[src/rtl/add_seq_ctrl.sv]
// ---------------------------------------------------------------------------
// add_seq_ctrl
//   Multi-precision add/subtract sequencer. Two WIDTH-bit operands are latched
//   on an accepted start, then one nibble per clock is pushed through a single
//   4-bit `add` cell, least significant nibble first, with the carry chained
//   through a register. The finished result (sum, carry out, signed overflow)
//   is published together with a one-cycle done pulse.
//
//   Ports
//     clk    in   1      rising-edge clock
//     rst    in   1      asynchronous reset, active high
//     start  in   1      request, sampled only while not busy
//     sub    in   1      0: a+b+cin, 1: a-b (cin ignored)
//     a, b   in   WIDTH  operands, latched at the accepting edge
//     cin    in   1      carry in for the add case
//     busy   out  1      operation in progress
//     done   out  1      one-cycle pulse, result updated
//     sum    out  WIDTH  result, held between done pulses
//     cout   out  1      carry out of the MSB nibble (sub: 1 = no borrow)
//     ovf    out  1      two's-complement overflow of the result
//
// add
//   4-bit adder cell: {cout, sum} = a + b + cin.
// ---------------------------------------------------------------------------

module add (
   input  logic [3:0] a,
   input  logic [3:0] b,
   input  logic       cin,
   output logic [3:0] sum,
   output logic       cout
);

   // Plain 5-bit addition; the top bit is the nibble carry out.
   always_comb begin
      {cout, sum} = {1'b0, a} + {1'b0, b} + {4'b0000, cin};
   end

endmodule

module add_seq_ctrl #(
   parameter int WIDTH = 16
) (
   input  logic             clk,
   input  logic             rst,
   input  logic             start,
   input  logic             sub,
   input  logic [WIDTH-1:0] a,
   input  logic [WIDTH-1:0] b,
   input  logic             cin,
   output logic             busy,
   output logic             done,
   output logic [WIDTH-1:0] sum,
   output logic             cout,
   output logic             ovf
);

   localparam int NIB = WIDTH / 4;
   localparam int KW  = (NIB > 1) ? $clog2(NIB) : 1;
   localparam logic [KW-1:0] K_LAST = KW'(NIB - 1);

   typedef enum logic [1:0] {
      IDLE = 2'd0,
      RUN  = 2'd1,
      DONE = 2'd2
   } state_t;

   state_t           state;
   state_t           next_state;

   logic [WIDTH-1:0] a_q;
   logic [WIDTH-1:0] b_eff;
   logic [WIDTH-1:0] acc;
   logic [WIDTH-1:0] res;
   logic             carry;
   logic [KW-1:0]    k;

   logic [3:0]       nib_a;
   logic [3:0]       nib_b;
   logic [3:0]       nib_s;
   logic             nib_co;

   logic             accept;
   logic             last;

   // A request is taken whenever no operation is running, which includes the
   // DONE cycle so back-to-back operations need no idle gap.
   assign accept = start && (state != RUN);
   assign last   = (k == K_LAST);
   assign busy   = (state == RUN);
   assign done   = (state == DONE);

   // Select the current nibble of each latched operand.
   assign nib_a = a_q[{k, 2'b00} +: 4];
   assign nib_b = b_eff[{k, 2'b00} +: 4];

   add u_add (
      .a    (nib_a),
      .b    (nib_b),
      .cin  (carry),
      .sum  (nib_s),
      .cout (nib_co)
   );

   // The accumulator with the current nibble slotted in; on the last step this
   // is the complete result, which lets it be published on the same edge.
   always_comb begin
      res = acc;
      res[{k, 2'b00} +: 4] = nib_s;
   end

   // State register.
   always_ff @(posedge clk or posedge rst) begin
      if (rst) begin
         state <= IDLE;
      end else begin
         state <= next_state;
      end
   end

   // Next-state logic: RUN lasts exactly NIB cycles, DONE exactly one.
   always_comb begin
      next_state = state;
      case (state)
         IDLE: begin
            if (start) begin
               next_state = RUN;
            end
         end
         RUN: begin
            if (last) begin
               next_state = DONE;
            end
         end
         DONE: begin
            next_state = start ? RUN : IDLE;
         end
         default: begin
            next_state = IDLE;
         end
      endcase
   end

   // Datapath. Subtraction is a + ~b + 1, so the inversion is done once at
   // acceptance and the carry register is primed with 1. The published
   // outputs only move on the final nibble, so they hold the previous result
   // throughout RUN.
   always_ff @(posedge clk or posedge rst) begin
      if (rst) begin
         a_q   <= '0;
         b_eff <= '0;
         acc   <= '0;
         carry <= 1'b0;
         k     <= '0;
         sum   <= '0;
         cout  <= 1'b0;
         ovf   <= 1'b0;
      end else if (accept) begin
         a_q   <= a;
         b_eff <= sub ? ~b : b;
         carry <= sub ? 1'b1 : cin;
         acc   <= '0;
         k     <= '0;
      end else if (state == RUN) begin
         acc   <= res;
         carry <= nib_co;
         k     <= k + 1'b1;
         if (last) begin
            sum  <= res;
            cout <= nib_co;
            ovf  <= (a_q[WIDTH-1] == b_eff[WIDTH-1]) && (res[WIDTH-1] != a_q[WIDTH-1]);
         end
      end
   end

endmodule

[config.mk]
export PLATFORM = sky130hd
export DESIGN_NAME = add_seq_ctrl
export DESIGN_NICKNAME = d
export VERILOG_FILES = /design/src/rtl/add_seq_ctrl.sv
export SDC_FILE = /design/constraint.sdc
export NUM_CORES = 1
export LEC_CHECK = 0
export CAP_MARGIN = 20
export CORE_UTILIZATION = 35
export CTS_CLUSTER_SIZE = 30
export DETAILED_ROUTE_END_ITERATION = 7
export MAX_ROUTING_LAYER = met4
export REMOVE_ABC_BUFFERS = 1
export SETUP_SLACK_MARGIN = 0.4
export SYNTH_ARGS = -nofsm -noshare
export SYNTH_HDL_FRONTEND = slang
export SYNTH_SLANG_ARGS = --single-unit
[constraint.sdc]
create_clock -name clk -period 2.5 [get_ports clk]
set_clock_uncertainty 0.1 [all_clocks]
set_input_delay 0.75 -clock clk [delete_from_list [all_inputs] [get_ports clk]]
set_output_delay 0.75 -clock clk [all_outputs]
set_load 0.02 [all_outputs]
==> impl_metrics.json <==
{
  "drv_cap": 0,
  "drt-initial-drc-count": 60,
  "tightest_slew_ns": 0.642,
  "fillerInstances": 898,
  "critPathBufInv": 1,
  "regArea_um2": 1780,
  "grt_antenna_before_repair": 0,
  "finalNetCount": 414,
  "finalCritPeriodShare_pct": 98.4,
  "status": "finished clean",
  "hold_class": "reg2reg",
  "power_density_nw_per_um2": 1560,
  "first_global_vias": 2543,
  "clockBufferDepth": 2,
  "die-area_um2": 10300,
  "rsz0062_at_grt": "yes",
  "area_growth_pct": 35.4,
  "cp.required_ns": 2.68,
  "num_antenna_cells": 0,
  "placed_cell_area_um2": 4230,
  "synth_top_area_cell": "dfrtp_1",
  "routed.top_layer": "met4",
  "cts_max_level": 3,
  "path_clk_slew_ns": 0.07,
  "cp_top_family": "adder cells",
  "dr_wl_met3_um": 312,
  "utilization_pct": 49.9,
  "ys.flop_type": "dfrtp_1",
  "met2WireLength_um": 3740,
  "synthArstFlopShare_pct": 100,
  "clock_latency_ns": 0.35,
  "dp_hpwl_um": 5490,
  "report.final.hold_viol_count": 0,
  "grt_remaining_overflow": 0,
  "ios": 57,
  "yosysSeqAreaShare_pct": 51.5,
  "fin_crit_ns": 2.46,
  "critPathSlowestCell": "mux4_2",
  "crit_top_cell": "fa_2",
  "ys_top_cells_by_area": "dfrtp_1 (52%), mux2_2 (5.5%), mux4_2 (5.2%), o21ai_0 (4.9%), xnor2_1 (4.3%)",
  "drt-total-wl_um": 7640,
  "ys_types": 47,
  "drv_slew": 0,
  "portBuffers": 56,
  "max_stage_delay_ns": 0.54,
  "rows": 35,
  "clkSinkCount": 71,
  "final_cell_area_um2": 4670,
  "yosysTopAreaCellShare_pct": 51.5,
  "cp_data_arrival_time_ns": 2.65,
  "detail_route.vias_per_cell": 4.96,
  "grt_usage_pct": 16.9,
  "firstDrtPassIters": 4,
  "grt_max_degree": 72,
  "start_kind": "flop",
  "synthCells": 302,
  "ant_nets": 0,
  "setup_viol": 0,
  "critical_path_class": "reg2reg",
  "synth_edf_count": 0,
  "ys_ff_latch": 71,
  "routedWlPerCell_um": 15.3,
  "place.gp.congestion": 0.851,
  "drc": 0,
  "cts_root_buf": "clkbuf_8",
  "die_h_um": 101,
  "clock.fmax_ghz": 0.406,
  "path_max_fanout": 5,
  "cp_cell_sequence": "mux4_2 -> fa_2 -> inv_2 -> fa_2 -> o221ai_2 -> o21a_1",
  "synth_warnings": 0,
  "die_w_um": 101,
  "wl_met1_um": 3460,
  "grt_pass1_wl_um": 12700,
  "multi_input_area_um2": 1700,
  "p_leak_nw": 2.01,
  "cts-buffers-inserted": 9,
  "core_um2": 9370,
  "initial_core_util_pct": 36.8,
  "num_vias": 2482,
  "ir_drop_mv": 0.779,
  "endpoint_kind": "flop",
  "synth.avg_cell_area_um2": 11.4,
  "tritoncts": "built",
  "drive_gt1_share_pct": 25.6,
  "whs_ns": 0.379,
  "synth_area_um2": 3450,
  "max_slew_margin_pct": 56.7
}
-- tightest hold or removal path: cells and delay by family, from the launching register on --
| kind | cells | cell delay [ns] |
|---|---|---|
| flops | 1 | 0.34 |
| compound gates | 1 | 0.06 |
| simple gates | 1 | 0.05 |
-- registers in the layout (all words and copies together) (netlist names) --
register and flops:
a_q 16, acc 16, b_eff 16, sum 16, k 2, state 2
carry 1, cout 1, ovf 1
-- report_power, final --
| part | switching (W) | internal [W] |
|---|---|---|
| combinational | 0.00217 | 0.00193 |
| sequential | 0.000310 | 0.00163 |
| clock | 0.000424 | 0.000818 |
-- stage by stage --
step,worst slack [ns],total power [W],cells,setup TNS (ns)
floorplan,-0.269,0.00400,284,-14.01
global placement,-0.0501,0.00517,483,-0.194
detailed placement,-0.104,0.00525,483,-0.730
CTS,0.0560,0.00682,499,0
global route,-0.0333,0.00778,500,-0.123
finish,0.0388,0.00728,500,0
-- cells in the mapped netlist, types with 5 or more instances --
cell	count
a21oi_1	5
a22o_1	6
a32o_1	7
buf_2	6
clkbuf_1	12
dfrtp_1	71
ha_1	9
inv_1	18
mux2_2	17
mux4_2	8
nand2_1	36
nor2b_1	5
o21ai_0	34
xnor2_1	17
-- final cells by class --
cell class | count | share of cell area [%]
Sequential cell | 71 | 38.1
Timing Repair Buffer | 71 | 14.5
Multi-Input combinational cell | 194 | 36.4
Clock buffer | 11 | 3.24
Inverter | 19 | 1.53
Tap cell | 129 | 3.45
Clock inverter | 5 | 2.73
-- cell families after synthesis --
logic type | count (synthesis) | synth area share (%)
XOR/XNOR | 17 | 4.32
buffers and inverters | 37 | 4.24
multiplexers | 25 | 10.8
AND/OR/NAND/NOR | 62 | 9.54
AO/OA/AOI/OAI | 79 | 15.2
adder cells (fa/ha/maj) | 11 | 4.43
flip-flops | 71 | 51.5
-- final timing paths --
| check | slack, ns | from | end | depth (start not counted) |
|---|---|---|---|---|
| setup / recovery | 0.04 | k[0]$_DFFE_PP0P_ | sum[13]$_DFFE_PP0P_ | 6 |
| hold / removal | 0.38 | sum[2]$_DFFE_PP0P_ | sum[2]$_DFFE_PP0P_ | 2 |
| setup reg to reg | 0.04 | k[0]$_DFFE_PP0P_ | sum[13]$_DFFE_PP0P_ | 6 |
| hold reg to reg | 0.38 | sum[2]$_DFFE_PP0P_ | sum[2]$_DFFE_PP0P_ | 2 |
| max in group asynchronous | 1.29 | rst | k[1]$_DFFE_PP0P_ | 3 |
| min in group asynchronous | 0.70 | rst | a_q[5]$_DFFE_PP0P_ | 3 |
-- placed cells by master (no fill, tap or decap), drive strengths merged, types with 2 or more instances in the layout --
cell / n
dfrtp: 71
o21ai: 38
a21oi: 6
clkbuf: 11
nand3: 2
xnor2: 17
ha: 9
a2bb2oi: 2
o22ai: 2
and4bb: 3
mux2: 17
buf: 16
nor2: 4
bufinv: 4
mux4: 8
a22o: 8
clkdlybuf4s50: 36
inv: 19
dlygate4sd2: 18
o32a: 3
nor2b: 5
o31ai: 2
a32o: 7
or3: 2
fa: 2
nand2: 36
a22oi: 4
-- timing repair --
action                                  CTS  global route
endpoints found under the setup margin   55            32
hold buffers                              0             0
resized for setup                        44            31
buffers inserted                          0             1
pin swaps                                16            30
-- per-layer routing --
layer / global-route usage, % / vias up
li1: - / 1200
met1: 20.8 / 1201
met2: 27.4 / 66
met3: 4.55 / 15
met4: 4.91 / 0
met5: - / -
(Power assumes the default switching activity.)
